==> src/rtl/rk_tape_player.sv <==
// rk_tape_player: plays a byte file (leader, sync byte, payload, trailer) as a
// phase-encoded cassette waveform on tape_out for the PPA1 tapein line.
// Each bit is two half-cells, ~bit then bit, sent MSB first. All cell timing
// is paced by the ce_tape strobe.
module rk_tape_player #(
    parameter int         HALF_CELL    = 600,
    parameter int         LEADER_BYTES = 256,
    parameter logic [7:0] SYNC_BYTE    = 8'hE6,
    parameter int         TRAIL_BYTES  = 2
) (
    input  logic       clk_sys,
    input  logic       reset_n,
    input  logic       ce_tape,
    input  logic       start,
    input  logic       stop,
    input  logic [7:0] data_in,
    input  logic       data_valid,
    input  logic       data_last,
    output logic       data_ready,
    output logic       tape_out,
    output logic       busy,
    output logic       done,
    output logic       underrun
);

    localparam int              CW          = (HALF_CELL > 1) ? $clog2(HALF_CELL) : 1;
    localparam logic [CW-1:0]   CNT_LAST    = CW'(HALF_CELL - 1);
    localparam logic [15:0]     LEADER_LOAD = 16'(LEADER_BYTES - 1);
    localparam logic [7:0]      TRAIL_LOAD  = (TRAIL_BYTES > 0) ? 8'(TRAIL_BYTES - 1) : 8'd0;

    typedef enum logic [2:0] {
        S_IDLE,
        S_LEADER,
        S_SYNC,
        S_DATA,
        S_TRAIL
    } state_t;

    state_t          state;
    logic [CW-1:0]   cnt;
    logic [2:0]      bit_idx;
    logic            half;
    logic [7:0]      shreg;
    logic [15:0]     leader_cnt;
    logic [7:0]      trail_cnt;
    logic            last_flag;
    logic            tick;

    // Terminal ce_tape tick of the current half-cell.
    assign tick = ce_tape && (cnt == CNT_LAST);
    assign busy = (state != S_IDLE);

    // Playback FSM: half-cell timing, bit serialisation and byte sourcing.
    always_ff @(posedge clk_sys or negedge reset_n) begin
        if (!reset_n) begin
            state      <= S_IDLE;
            cnt        <= '0;
            bit_idx    <= 3'd0;
            half       <= 1'b0;
            shreg      <= 8'h00;
            leader_cnt <= 16'd0;
            trail_cnt  <= 8'd0;
            last_flag  <= 1'b0;
            tape_out   <= 1'b0;
            data_ready <= 1'b0;
            done       <= 1'b0;
            underrun   <= 1'b0;
        end else begin
            data_ready <= 1'b0;
            done       <= 1'b0;
            if (stop) begin
                // Abort wins over everything, including a simultaneous start.
                state    <= S_IDLE;
                tape_out <= 1'b0;
                cnt      <= '0;
                half     <= 1'b0;
                bit_idx  <= 3'd0;
            end else if (state == S_IDLE) begin
                if (start) begin
                    state      <= S_LEADER;
                    shreg      <= 8'h00;
                    cnt        <= '0;
                    half       <= 1'b0;
                    bit_idx    <= 3'd7;
                    leader_cnt <= LEADER_LOAD;
                    last_flag  <= 1'b0;
                    underrun   <= 1'b0;
                    tape_out   <= 1'b1;
                end
            end else if (tick) begin
                cnt <= '0;
                if (!half) begin
                    // Second half of the bit shows the bit value itself.
                    half     <= 1'b1;
                    tape_out <= shreg[7];
                end else if (bit_idx != 3'd0) begin
                    // Next bit: first half is the inverted bit.
                    half     <= 1'b0;
                    bit_idx  <= bit_idx - 3'd1;
                    shreg    <= {shreg[6:0], 1'b0};
                    tape_out <= ~shreg[6];
                end else begin
                    // End of byte: pick the next byte source.
                    half    <= 1'b0;
                    bit_idx <= 3'd7;
                    case (state)
                        S_LEADER: begin
                            if (leader_cnt == 16'd0) begin
                                state    <= S_SYNC;
                                shreg    <= SYNC_BYTE;
                                tape_out <= ~SYNC_BYTE[7];
                            end else begin
                                leader_cnt <= leader_cnt - 16'd1;
                                shreg      <= 8'h00;
                                tape_out   <= 1'b1;
                            end
                        end
                        S_SYNC, S_DATA: begin
                            if (state == S_DATA && last_flag) begin
                                if (TRAIL_BYTES == 0) begin
                                    state    <= S_IDLE;
                                    tape_out <= 1'b0;
                                    done     <= 1'b1;
                                end else begin
                                    state     <= S_TRAIL;
                                    trail_cnt <= TRAIL_LOAD;
                                    shreg     <= 8'h00;
                                    tape_out  <= 1'b1;
                                end
                            end else if (data_valid) begin
                                state      <= S_DATA;
                                shreg      <= data_in;
                                last_flag  <= data_last;
                                data_ready <= 1'b1;
                                tape_out   <= ~data_in[7];
                            end else begin
                                // Upstream had nothing at the load point.
                                state    <= S_IDLE;
                                underrun <= 1'b1;
                                tape_out <= 1'b0;
                            end
                        end
                        S_TRAIL: begin
                            if (trail_cnt == 8'd0) begin
                                state    <= S_IDLE;
                                tape_out <= 1'b0;
                                done     <= 1'b1;
                            end else begin
                                trail_cnt <= trail_cnt - 8'd1;
                                shreg     <= 8'h00;
                                tape_out  <= 1'b1;
                            end
                        end
                        default: begin
                            state    <= S_IDLE;
                            tape_out <= 1'b0;
                        end
                    endcase
                end
            end else if (ce_tape) begin
                cnt <= cnt + CW'(1);
            end
        end
    end

endmodule
==> config.mk <==
export PLATFORM = sky130hd
export DESIGN_NAME = rk_tape_player
export DESIGN_NICKNAME = d
export VERILOG_FILES = /design/src/rtl/rk_tape_player.sv
export SDC_FILE = /design/constraint.sdc
export NUM_CORES = 1
export LEC_CHECK = 0
export BUFFER_PORTS_ARGS = -buffer_cell sky130_fd_sc_hd__buf_2
export CAP_MARGIN = 20
export CORE_UTILIZATION = 45
export CTS_CLUSTER_SIZE = 16
export DETAILED_ROUTE_END_ITERATION = 12
export GPL_ROUTABILITY_DRIVEN = 1
export GPL_TIMING_DRIVEN = 1
export HOLD_SLACK_MARGIN = 0.15
export PLACE_DENSITY = 0.73
export RECOVER_POWER = 50
export SLEW_MARGIN = 30
export SYNTH_ARGS = -nofsm -noshare
export SYNTH_HDL_FRONTEND = slang
export SYNTH_SLANG_ARGS = --single-unit
export TNS_END_PERCENT = 20
==> constraint.sdc <==
create_clock -name clk_sys -period 3.3 [get_ports clk_sys]
set_input_delay 0.495 -clock clk_sys [delete_from_list [all_inputs] [get_ports clk_sys]]
set_output_delay 0.495 -clock clk_sys [all_outputs]
set_load 0.05 [all_outputs]
### Word-level counts from Yosys, hierarchy flattened

Cells that the tools add are included.

| operators by class | value |
|---|---|
| $add $sub $neg | 4 |
| equality and inequality tests | 18 |
| multiplexer cells | 87 |
| bitwise logic cells | 5 |
| reduce and logical (&&, ||, !) cells | 27 |

Operators by type and width:

| kind | number |
|---|---|
| $mux W16 | 7 |
| $mux W8 | 11 |
| $mux W10 | 5 |
| $mux W3 | 15 |
| $mux W1 | 44 |
| $pmux W8 S3 | 1 |
| $reduce_and A8 Y1 | 3 |
| $logic_not A16 Y1 | 1 |
| $pmux W8 S2 | 1 |
| $sub A16 B1 Y16 const B | 1 |
| $reduce_and A7 Y1 | 2 |
| $ne A2 B2 Y1 const B | 6 |
| $ne A4 B4 Y1 const B | 3 |
| $reduce_bool A2 Y1 | 6 |
| $reduce_bool A3 Y1 | 4 |
| $add A10 B1 Y10 const B | 1 |
| $eq A10 B10 Y1 const B | 1 |
| $pmux W3 S3 | 1 |
| $logic_not A8 Y1 | 1 |
| $sub A8 B1 Y8 const B | 1 |
| $eq A3 B2 Y1 const B | 2 |
| $ne A3 B3 Y1 const B | 2 |
| $reduce_and A6 Y1 | 1 |
| $ne A5 B5 Y1 const B | 1 |
| other kinds (14) | 20 |

| word-level totals | value |
|---|---|
| register bits after elaboration | 54 |
| output and inout port bits | 5 |

### Depth between registers and ports, before layout

Gate-level depths: netlist of the first run.

| logic depth | value |
|---|---|
| depth after elaboration | 9 |
| depth in mapped cells | 9 |
| gate-level depth less buffers | 7 |

### Least setup slack after synthesis of the first run

No wires, ideal clock.

| path | value |
|---|---|
| path kind | register -> register |
| from | register cnt[5] |
| to | register shreg[3] |
| arrival time | 2.333 ns |
| required time | 3.175 ns |
| setup slack | 0.842 ns |
| cell stages (with the launch flop) | 8 |
| period minus slack after synthesis | 2.458 ns |
| cell sequence | dfrtp_1 or4b_4 or4_1 buf_2 a2bb2oi_4 and2_1 buf_6 mux2_4 |

| between the ends | value |
|---|---|
| longest elaborated chain between the ends | 4 |

Ends and longest elaborated chain:

| item | line | source |
|---|---|---|
| from (decl) | 40 | `logic [CW-1:0] cnt;` |
| from (signal assigned) | 161 | `cnt <= cnt + CW'(1);` |
| $eq A10 B10 Y1 | 50 | `assign tick = ce_tape && (cnt == CNT_LAST);` |
| $logic_and A1 B1 Y1 | 50 |  |
| $reduce_bool A2 Y1 (no line) | -- |  |
| $reduce_and A7 Y1 (no line) | -- |  |
| to (signal assigned) | 100 | `shreg <= {shreg[6:0], 1'b0};` |
| to (signal assigned) | 132 | `shreg <= data_in;` |
| to (decl) | 43 | `logic [7:0] shreg;` |

No other way between the ends.
A chain may end at the register's enable or synchronous reset.

### Final worst setup path of the first run

Same ends and word-level chain as after synthesis.

==> summary.txt, run 1 <==
Floorplanning
  – FP Rows: 30
  – Core Footprint: around 6800 um2
  – Die ar.: about 7400 um2
  – Overall die height: 85.74 um
  – Initial Utilization: 46.45%
  – Ports: 20
  – Die outline width: 85.74 um

Final layout
  – Number of diodes: 0
  – Layout Nets: 390
  – Register area: 1351 um2
  – Syn-to-layout area delta: 8.842%
  – Layout cell share with drive strength beyond 1: 11.11%
  – Multi-input logic area: 1694 um2
  – Fillcell total: 632
  – Final core utilization: 50.55%
  – Post-route insts no fill: around 470

Power and ir drop
  – Sw frac: 31.15%
  – Cell Pwr Density: between 400 and 500 nW/um2
  – Sequential share of power: between 50% and 60%
  – Switching power: 0.0004311 W
  – Leakage power: between 1 and 1.5 nW
  – Internal power: 0.0009530 W
  – Logic pwr share: 18.5%
  – Maximum VDD drop: 0.0003261 V
  – Clock network power share: 28.2%

Clocking
  – CTS tree: done
  – CTS Buffer Depth: 2
  – Clk sinks: 54
  – Post_cts resized: 0
  – CTS Root Buffer Type: clkbuf_8
  – Post-CTS setup buffers: 0
  – TritonCTS Buffers: 5
  – Clock-pin slew on the worst setup and hold paths: approximately 0.1 ns
  – Cts-stage hold buffer count: 0
  – Skew-Pair Late Insertion Delay: 0.31 ns
  – H-tree depth: 2

Synth
  – Synth Register Bits: 54
  – Post-Syn Area: 3156 um2
  – Synth cell types: 53
  – Synth Flop Type: dfrtp_1
  – Synthesized area per cell: 8.939 um2
  – Post-Syn Nets: about 380
  – Yosys top cell by area: dfrtp_1
  – Ys async rst share: 100.0%
  – Syn. warnings: 0
  – Register area share after synthesis: roughly 43%
  – Gate Count Post-Synth: between 300 and 400
  – Top post-synthesis cells by area: dfrtp_1 43%, o21ai_0 4.1%, a21oi_1 3.8%
  – Synth top area share: ~43%
  – Post-synth EDFFs: 0

Worst setup path
  – Setup CP Type: flip-flop to flip-flop
  – Worst R2R End: shreg[3]$_DFFE_PN0P_
  – CP Data Required Time: ~3.5 ns
  – CP startpoint kind: flip-flop
  – FF-to-FF Start: cnt[5]$_DFFE_PN0P_
  – Critical path arrival: 2.92 ns
  – Reg2Reg Depth: 5
  – CP Capture Type: flip-flop
  – CP peak stage delay: 0.67 ns
  – Max FO, Critical Path: 8
  – CP max-delay cell: or4_1
  – Buf+Inv Stages, Crit Path: 0
  – Worst-path cell chain: or4b_4 > or4_1 > a2bb2oi_4 > and2_1 > mux2_4
  – CP top delay family: simple AND/OR/NAND/NOR gates
  – Reg2Reg Setup Slack: 0.58 ns

Min path
  – Hold Crit Class: primary input to async pin

Global routing
  – Initial antenna violation count: 0
  – First-pass GRT wire length: 12.11 mm
  – Vias in the first global route: between 2000 and 3000
  – Largest net degree at the start of global routing: 49
  – All-Layer GR Usage: 20.32%
  – Gr ovfl total: 0

Placement
  – Buffers on Ports: 19
  – Post-DP HPWL: 5.026 mm
  – Placed Cells: 457
  – GP Congestion: ~0.97

STA
  – Tmin final: between 2 and 3 ns
  – Final Hold Viols: 0
  – Clk_skew: roughly 0.008 ns
  – Slew @ Worst Pin: between 0.7 and 0.8 ns
  – Peak Freq: between 300 and 400 MHz
  – Setup violators final: 0
  – Setup TNS: 0 ns
  – RSZ-0062 raised after global routing: false
  – Slew headroom: between 40% and 50%
  – Fin. max-slew vios: 0
  – Final worst path period share: 82.49%

Routing
  – Post-DRT Antenna Nets: 0
  – Routed Wire Length: between 6 and 7 mm
  – Vias/cell: 5.983
  – Vias: 2782
  – Avg WL per Cell: 15.02 um
  – # DRC: 0
  – DR iter-0 viols: 254
  – Pre-antenna DRT Iters: 5

Outcome
  – Status: finished, final reports clean

Run
  – Total of max-cap violations: 0
[per-layer routing]
layer	vias up	share of wire, %	track usage (%)
met4	0	0.42	2.576
met3	4	4.3	3.946
li1	1349	-	-
met5	-	0	0
met2	73	47	32.87
met1	1356	48	29.21
[kinds of logic after synthesis]
logic type	Yosys count	share of synthesized area, %
mux	4	1.626
simple gates	159	27.52
buf+inv	29	3.925
fa+ha+maj	7	2.775
compound gates	93	19.39
xor+xnor	7	1.943
flops	54	42.82
[placed cells by master, fill, tap and decap left out, types with 3 or more instances in the layout]
master,synthesis,routed
dfrtp_1,54,54
nand2_1,32,32
nor2_1,29,29
o21ai_0,26,26
a21oi_1,24,24
nor3_1,16,16
buf_2,6,16
inv_1,13,13
nor4_1,13,13
nand3_1,12,12
a31oi_1,8,8
nand2b_1,7,7
o2111ai_1,7,7
o31ai_1,7,7
or4_1,7,7
ha_1,7,7
nand4_1,6,6
xnor2_1,6,6
or3_1,6,6
clkbuf_8,0,6
nor2b_1,4,4
and4_1,4,4
and3_1,4,4
and2_1,4,4
buf_4,0,4
nor4b_1,3,3
a22o_1,3,3
a211oi_1,4,3
clkbuf_1,7,3
[power by group through the flow]
stage | registers [W] | logic (W) | clock network, W
floorplan | 0.000758 | 0.000167 | 0
global placement | 0.000748 | 0.000249 | 0
detailed placement | 0.000749 | 0.000255 | 0
CTS | 0.000736 | 0.000255 | 0.000399
global route | 0.000742 | 0.000288 | 0.000423
finish | 0.000738 | 0.000256 | 0.000390
[flip-flops by register name, summed over array words and instances (netlist names)]
| register | count |
|---|---|
| leader_cnt | 16 |
| last_flag | 1 |
| shreg | 8 |
| underrun | 1 |
| bit_idx | 3 |
| tape_out | 1 |
| data_ready | 1 |
| cnt | 10 |
| state | 3 |
| half | 1 |
| trail_cnt | 8 |
| done | 1 |
[synthesized netlist by cell type, types with 2 or more instances]
master,count
dfrtp_1,54
nand2_1,32
nor2_1,29
o21ai_0,26
a21oi_1,24
nor3_1,16
inv_1,13
nor4_1,13
nand3_1,12
a31oi_1,8
clkbuf_1,7
ha_1,7
nand2b_1,7
o2111ai_1,7
o31ai_1,7
or4_1,7
buf_2,6
nand4_1,6
or3_1,6
xnor2_1,6
a211oi_1,4
and2_1,4
and3_1,4
and4_1,4
nor2b_1,4
a22o_1,3
nor4b_1,3
a211o_1,2
a32o_1,2
mux2_4,2
nor3_2,2
o211ai_1,2
o41ai_1,2
or3b_1,2
or4b_1,2
[layout make-up]
class,count,share of cell area (%)
Clock buffer,6,2.404
Clock inverter,2,0.3643
Inverter,14,1.530
Multi-Input combinational cell,270,49.33
Sequential cell,54,39.34
Tap cell,96,3.497
Timing Repair Buffer,23,3.534
[worst max-delay path by stage]
stage                       startpoint                   end  slack, ns  cells past startpoint
floorplan           cnt[5]$_DFFE_PN0P_  shreg[3]$_DFFE_PN0P_       0.84                      7
global placement    cnt[5]$_DFFE_PN0P_  shreg[3]$_DFFE_PN0P_       0.67                      5
detailed placement  cnt[5]$_DFFE_PN0P_  shreg[3]$_DFFE_PN0P_       0.60                      5
CTS                 cnt[5]$_DFFE_PN0P_  shreg[3]$_DFFE_PN0P_       0.58                      5
global route        cnt[5]$_DFFE_PN0P_  shreg[3]$_DFFE_PN0P_       0.47                      5
finish              cnt[5]$_DFFE_PN0P_  shreg[3]$_DFFE_PN0P_       0.58                      5
[through the flow]
step / total power (W) / instance area, um2 / worst slack (ns) / hold WS (ns)
global placement: 0.0009965 / 3329 / 0.6711 / 0.4722
floorplan: 0.0009249 / 3156 / 0.8422 / 0.1994
global route: 0.001453 / 3435 / 0.4661 / 0.2468
finish: 0.001384 / 3435 / 0.5778 / 0.1975
detailed placement: 0.001004 / 3337 / 0.6025 / 0.4770
CTS: 0.001391 / 3432 / 0.5842 / 0.2161
(Power assumes the default switching activity.)
==> run 2, diff against run 1 <==
--- a/config.mk
+++ b/config.mk
@@ -5,6 +5,7 @@
 export SDC_FILE = /design/constraint.sdc
 export NUM_CORES = 1
 export LEC_CHECK = 0
+export ABC_AREA = 1
 export BUFFER_PORTS_ARGS = -buffer_cell sky130_fd_sc_hd__buf_2
 export CAP_MARGIN = 20
 export CORE_UTILIZATION = 45
==> constraint.sdc (replaced) <==
create_clock -name clk_sys -period 2.7 [get_ports clk_sys]
set_input_delay 0.405 -clock clk_sys [delete_from_list [all_inputs] [get_ports clk_sys]]
set_output_delay 0.405 -clock clk_sys [all_outputs]
set_load 0.05 [all_outputs]
==> summary.txt, run 2 <==
Outcome
  – Status: finished, final reports clean

Clocking
  – CTS Root Buffer Type: clkbuf_8
  – Clk sinks: 54 (unchanged)
  – Clock-pin slew on the worst setup and hold paths: 0.10 ns (about the same)
  – Post-CTS setup buffers: 0 (unchanged)
  – Cts-stage hold buffer count: 1 (+1)
  – Skew-Pair Late Insertion Delay: 0.31 ns (about the same)
  – CTS tree: done
  – TritonCTS Buffers: 5 (unchanged)
  – H-tree depth: 2 (unchanged)
  – CTS Buffer Depth: 2 (unchanged)
  – Post_cts resized: 0 (unchanged)

STA
  – Final Hold Viols: 0 (unchanged)
  – Final worst path period share: 73.52% (-9.0 points)
  – Slew headroom: 31.38% (-17 points)
  – Tmin final: 1.985 ns (-0.7371 ns)
  – RSZ-0062 raised after global routing: false
  – Setup TNS: 0 ns (unchanged)
  – Peak Freq: 503.7 MHz (+37%)
  – Slew @ Worst Pin: 1.029 ns (+0.2626 ns)
  – Worst hold slack: 0.3486 ns (+0.1511 ns)
  – Clk_skew: 0.007051 ns (-0.001173 ns)
  – Setup violators final: 0 (unchanged)
  – Fin. max-slew vios: 0 (unchanged)

Routing
  – Vias/cell: 5.072 (-15%)
  – Post-DRT Antenna Nets: 0 (unchanged)
  – Avg WL per Cell: 12.23 um (-19%)
  – DR iter-0 viols: 233 (-8.3%)
  – # DRC: 0 (unchanged)
  – Routed Wire Length: 7.655 mm (+9.6%)
  – Vias: 3175 (+14%)
  – Pre-antenna DRT Iters: 5 (unchanged)

Synth
  – Top post-synthesis cells by area: dfrtp_1 39%, nand2_1 20%, nor2_1 8.5%
  – Most common cell in the netlist: nand2_1
  – Synth Register Bits: 54 (unchanged)
  – Synth Flop Type: dfrtp_1
  – Commonest cells in the netlist: 181 x nand2_1, 78 x nor2_1, 54 x dfrtp_1
  – Yosys top cell by area: dfrtp_1
  – Synth cell types: 30 (-43%)
  – Post-Syn Area: 3462 um2 (+9.7%)
  – Synthesized area per cell: 6.842 um2 (-23%)
  – Ys async rst share: 100.0% (unchanged)
  – Gate Count Post-Synth: 506 (+43%)
  – Synth top area share: 39.03% (-3.8 points)
  – Register area share after synthesis: 39.03% (-3.8 points)
  – Post-synth EDFFs: 0 (unchanged)
  – Post-Syn Nets: 528 (+41%)
  – Syn. warnings: 0 (unchanged)

Min path
  – Hold Crit Class: primary input to flip-flop
  – Hold path start: data_last

Worst setup path
  – CP Capture Type: flip-flop
  – Start point of the critical path: cnt[0]$_DFFE_PN0P_
  – Setup CP Type: flip-flop to flip-flop
  – Critical path arrival: 2.19 ns (-0.73 ns)
  – CP startpoint kind: flip-flop
  – FF-to-FF Start: cnt[0]$_DFFE_PN0P_
  – Max FO, Critical Path: 8 (unchanged)
  – CP Data Required Time: 2.91 ns (-0.59 ns)

Placement
  – Buffers on Ports: 19 (unchanged)
  – GP Congestion: 0.9174 (-5.4%)
  – Post-DP HPWL: 5.692 mm (+13%)

Power and ir drop
  – Cell Pwr Density: 730.2 nW/um2 (+81%)
  – Leakage power: 1.977 nW (+47%)
  – Maximum VDD drop: 0.0003675 V (+13%)

Final layout
  – Max FFs per register: 16 (unchanged)
  – Number of diodes: 0 (unchanged)
  – Register area: 1351 um2 (unchanged)
  – Layout cell share with drive strength beyond 1: 9.488% (-1.6 points)
  – Most frequent cells in the layout: 182 x nand2_1, 79 x nor2_1, 54 x dfrtp_1
  – Layout Nets: 549 (+41%)
  – Syn-to-layout area delta: 8.168%
  – Fillcell total: 723 (+14%)
  – Most common cell after layout, fill and taps aside: nand2_1
  – Multi-input logic area: 1882 um2 (+11%)
  – Biggest register: leader_cnt
  – Top Registers: leader_cnt: 16 flops, cnt: 10 flops

Global routing
  – Initial antenna violation count: 0 (unchanged)
  – All-Layer GR Usage: 20.83% (+0.51 points)
  – Vias in the first global route: 3041 (+18%)
  – Largest net degree at the start of global routing: 37 (-24%)
  – Met3 usage: 2.792% (-1.2 points)
  – Grt met2 use: 33.40% (+0.52 points)
  – Gr ovfl total: 0 (unchanged)
  – Met1 Usage GRT: 29.19% (about the same)
  – First-pass GRT wire length: 13.82 mm (+14%)
  – Busiest grt layer: met2

Floorplanning
  – Die outline width: 89.71 um (+4.6%)
  – Die ar.: 8048 um2 (+9.5%)
  – Overall die height: 89.71 um (+4.6%)
  – FP Rows: 31 (+3.3%)
  – Core Footprint: 7331 um2 (+7.9%)
  – Ports: 20 (unchanged)
  – Initial Utilization: 47.23% (+0.78 points)

Run
  – Total of max-cap violations: 0 (unchanged)
-- run 2: cell types whose count changed in the layout (fill, tap and decap cells not counted), sizes merged, moves of 12 or more --
cell	previous run	this run
nor4	13	1
a21oi	24	10
xor2	1	17
inv	14	42
nor2	29	83
nand2	32	185
nand3	12	42
-- run 2: area by class of cell --
cell class / instances / area share, %
multi-input combinational: 398 / 50.25
sequential: 54 / 36.08
inverter: 41 / 4.110
timing repair buffer: 27 / 4.043
tap: 99 / 3.308
clock buffer: 5 / 1.838
clock inverter: 2 / 0.3675
-- run 2: report_power, final --
group | total [W] | internal (W) | switching, W
clock network | 0.000452 | 0.000180 | 0.000272
registers | 0.00108 | 0.000951 | 0.000132
logic | 0.00120 | 0.000366 | 0.000834
-- run 2: cell families after synthesis --
group | share of synthesized area [%]
adder cells (fa/ha/maj) | 2.530
AO/OA/AOI/OAI | 5.494
AND/OR/NAND/NOR | 40.66
XOR/XNOR | 5.818
buffers and inverters | 6.469
flip-flops | 39.03
-- run 2: critical path, cell delays in order, from the launching register on --
cell,delay [ns]
dfrtp_1,0.40
ha_1,0.22
inv_1,0.07
nor3_1,0.18
nand4_1,0.20
nor3_2,0.43
nand2_2,0.22
nand2_1,0.11
nand2_1,0.05
-- run 2: path summary, 6_finish.rpt --
check | to | slack [ns] | cells after the start
setup / recovery | trail_cnt[3]$_DFFE_PN0P_ | 0.71 | 8
hold / removal | last_flag$_DFFE_PN0P_ | 0.35 | 3
setup reg to reg | trail_cnt[3]$_DFFE_PN0P_ | 0.71 | 8
hold reg to reg | shreg[4]$_DFFE_PN0P_ | 0.48 | 2
max in group asynchronous | shreg[1]$_DFFE_PN0P_ | 0.90 | 3
min in group asynchronous | cnt[2]$_DFFE_PN0P_ | 0.78 | 2
-- run 2: layer usage --
metal	vias to the layer above	routed length [um]
li1	1638	-
met1	1464	3835
met2	63	3452
met3	10	244
met4	0	123
met5	-	0
-- run 2: per-stage QoR --
stage / cells / util, % / worst slack (ns) / total power [W] / cell area, um2
after floorplan: 506 / - / 1.054 / 0.002001 / 3462
after global placement: 618 / 49.97 / 0.7681 / 0.002265 / 3664
after detailed placement: 618 / 49.97 / 0.7278 / 0.002293 / 3664
after CTS: 626 / 51.24 / 0.7032 / 0.002757 / 3756
after global routing: 626 / 51.08 / 0.4413 / 0.002970 / 3745
final: 626 / 51.08 / 0.7149 / 0.002734 / 3745
==> run 3, diff against run 2 <==
--- a/config.mk
+++ b/config.mk
@@ -14,7 +14,7 @@
 export GPL_ROUTABILITY_DRIVEN = 1
 export GPL_TIMING_DRIVEN = 1
 export HOLD_SLACK_MARGIN = 0.15
-export PLACE_DENSITY = 0.73
+export PLACE_DENSITY = 0.75
 export RECOVER_POWER = 50
 export SLEW_MARGIN = 30
 export SYNTH_ARGS = -nofsm -noshare
==> constraint.sdc (replaced) <==
create_clock -name clk_sys -period 1.75 [get_ports clk_sys]
set_input_delay 0.2625 -clock clk_sys [delete_from_list [all_inputs] [get_ports clk_sys]]
set_output_delay 0.2625 -clock clk_sys [all_outputs]
set_load 0.05 [all_outputs]
==> summary.txt, run 3 (synthesis gave the netlist of run 2 again) <==
Outcome
  – Status: finished, final reports clean

Floorplanning
  – Initial Utilization: 47.23% (unchanged)
  – Die outline width: 89.71 um (unchanged)
  – Ports: 20 (unchanged)
  – FP Rows: 31 (unchanged)
  – Core Footprint: 7331 um2 (unchanged)
  – Die ar.: 8048 um2 (unchanged)
  – Overall die height: 89.71 um (unchanged)

Worst setup path
  – CP startpoint kind: flip-flop
  – Critical path arrival: 1.93 ns (-0.26 ns)
  – CP most frequent cell: nand2_1
  – CP Capture Type: flip-flop
  – CP max-delay cell: dfrtp_1
  – Max FO, Critical Path: 7 (-1)
  – Setup CP Type: flip-flop to flip-flop
  – CP top delay family: simple AND/OR/NAND/NOR gates
  – CP Data Required Time: 1.95 ns (-0.96 ns)
  – Worst-path cell chain: inv_2 > nand2_4 > nor2_4 > nor2_2 > nand2_1 > nand2_2 > nor2_4 > nand2_1 > nand2_1 > nand2_1
  – Buf+Inv Stages, Crit Path: 1 (unchanged)
  – CP peak stage delay: 0.40 ns (-0.03 ns)

Routing
  – Vias/cell: 5.062 (-0.20%)
  – Pre-antenna DRT Iters: 5 (unchanged)
  – Avg WL per Cell: 12.56 um (+2.7%)
  – DR iter-0 viols: 189 (-19%)
  – Routed Wire Length: 8.340 mm (+8.9%)
  – Post-DRT Antenna Nets: 0 (unchanged)
  – Vias: 3361 (+5.9%)
  – # DRC: 0 (unchanged)

Final layout
  – Top Registers: leader_cnt: 16 flops, cnt: 10 flops
  – Biggest register: leader_cnt
  – Post-route insts no fill: 664 (+6.1%)
  – Most frequent cells in the layout: 176 x nand2_1, 74 x nor2_1, 53 x dfrtp_1
  – Max FFs per register: 16 (unchanged)
  – Number of diodes: 0 (unchanged)
  – Layout cell share with drive strength beyond 1: 20.35% (+11 points)
  – Syn-to-layout area delta: 20.85%
  – Layout Nets: 586 (+6.7%)
  – Most common cell after layout, fill and taps aside: nand2_1

Global routing
  – Initial antenna violation count: 0 (unchanged)
  – Largest net degree at the start of global routing: 35 (-5.4%)
  – First-pass GRT wire length: 14.13 mm (+2.3%)
  – Gr ovfl total: 0 (unchanged)
  – Vias in the first global route: 3228 (+6.1%)
  – All-Layer GR Usage: 21.09% (+0.26 points)

Power and ir drop
  – Switching power: 0.002078 W (+68%)
  – Maximum VDD drop: 0.0005905 V (+61%)
  – Sw frac: 43.10% (-2.2 points)
  – Leakage power: 2.202 nW (+11%)
  – Cell Pwr Density: 1152 nW/um2 (+58%)
  – Logic pwr share: 50.3% (+6.4 points)
  – Internal power: 0.002743 W (+83%)
  – Clock network power share: 15.0% (-1.5 points)
  – Sequential share of power: 34.6% (-5.0 points)

Min path
  – Hold Crit Class: primary input to flip-flop

STA
  – Setup TNS: 0 ns (unchanged)
  – Slew @ Worst Pin: 0.5364 ns (-0.4928 ns)
  – Peak Freq: 578.1 MHz (+15%)
  – Final worst path period share: 98.85% (+25 points)
  – RSZ-0062 raised after global routing: true
  – Setup violators final: 0 (unchanged)
  – Final setup margin: 0.02016 ns (-0.6947 ns)
  – Clk_skew: 0.01360 ns (+0.006554 ns)
  – Fin. max-slew vios: 0 (unchanged)
  – Slew headroom: 64.24% (+33 points)
  – Final Hold Viols: 0 (unchanged)
  – Tmin final: 1.730 ns (-0.2553 ns)

Clocking
  – CTS tree: done
  – Clk sinks: 54 (unchanged)
  – Skew-Pair Late Insertion Delay: 0.31 ns (about the same)
  – CTS Root Buffer Type: clkbuf_8
  – H-tree depth: 2 (unchanged)
  – Clock-pin slew on the worst setup and hold paths: 0.09 ns (about the same)
  – TritonCTS Buffers: 5 (unchanged)
  – CTS Buffer Depth: 2 (unchanged)

Placement
  – Post-DP HPWL: 5.990 mm (+5.2%)
  – Setup Slack @ Placement: -0.02262 ns (-0.7504 ns)
  – Placed Cells: 646 (+4.5%)
  – GP Congestion: 0.9348 (+1.9%)
  – Buffers on Ports: 19 (unchanged)

Run
  – Total of max-cap violations: 0 (unchanged)
[run 3: cell type report]
class	instances	area (um2)
inverters	41	156.4
well taps	99	123.9
flip-flops and latches	54	1353
clock buffers	7	86.33
fillers	663	3147
repair buffers	64	491.7
multi-input cells	398	1968
clock inverters	1	5.005
[run 3: per-layer routing]
layer,wire [um],GRT usage [%]
met5,0,0
met4,131,6.557
met3,336,3.638
met2,4055,35.77
met1,3817,27.43
[run 3: worst paths after layout]
kind                                      startpoint                     to  slack (ns)  cells after the start
max in group asynchronous                    reset_n   state[0]$_DFFE_PN0P_        0.36                      3
worst min-delay path                       data_last  last_flag$_DFFE_PN0P_        0.21                      3
worst max register to register  state[1]$_DFFE_PN0P_   state[1]$_DFFE_PN0P_        0.02                     10
worst min register to register  shreg[2]$_DFFE_PN0P_   shreg[2]$_DFFE_PN0P_        0.48                      2
min in group asynchronous                    reset_n       half$_DFFE_PN0P_        0.45                      2
worst max-delay path            state[1]$_DFFE_PN0P_   state[1]$_DFFE_PN0P_        0.02                     10
[run 3: metrics by stage]
| step | power (W) | utilization, % | hold slack [ns] | cell area [um2] |
|---|---|---|---|---|
| 2_1_floorplan | 0.003087 | - | -0.03309 | 3462 |
| 3_3_place_gp | 0.003761 | 53.35 | 0.2661 | 3911 |
| 3_5_place_dp | 0.003810 | 53.35 | 0.2701 | 3911 |
| 4_1_cts | 0.004567 | 54.94 | 0.2136 | 4028 |
| 5_1_grt | 0.005147 | 57.07 | 0.2289 | 4184 |
| 6_report | 0.004820 | 57.07 | 0.2145 | 4184 |
[run 3: repair_timing]
item	4_1_cts	5_1_grt
endpoints found under the setup margin	15	44
setup buffers	0	8
gates cloned	0	1
pin swaps	0	8
hold endpoints to repair	20	0
hold buffers	1	0
resized for setup	6	25
[run 3: power by group through the flow]
| stage | sequential, W | clock, W | combinational, W |
|---|---|---|---|
| floorplan | 0.00171 | 0 | 0.00138 |
| global placement | 0.00167 | 0 | 0.00209 |
| detailed placement | 0.00168 | 0 | 0.00213 |
| CTS | 0.00166 | 0.000736 | 0.00217 |
| global route | 0.00169 | 0.000784 | 0.00267 |
| finish | 0.00167 | 0.000725 | 0.00243 |
[run 3: worst register-to-register path: cells and delay by family (launching register included)]
family        cells  cell delay (ns)
simple gates      9             1.13
flops             1             0.40
buf+inv           1             0.11
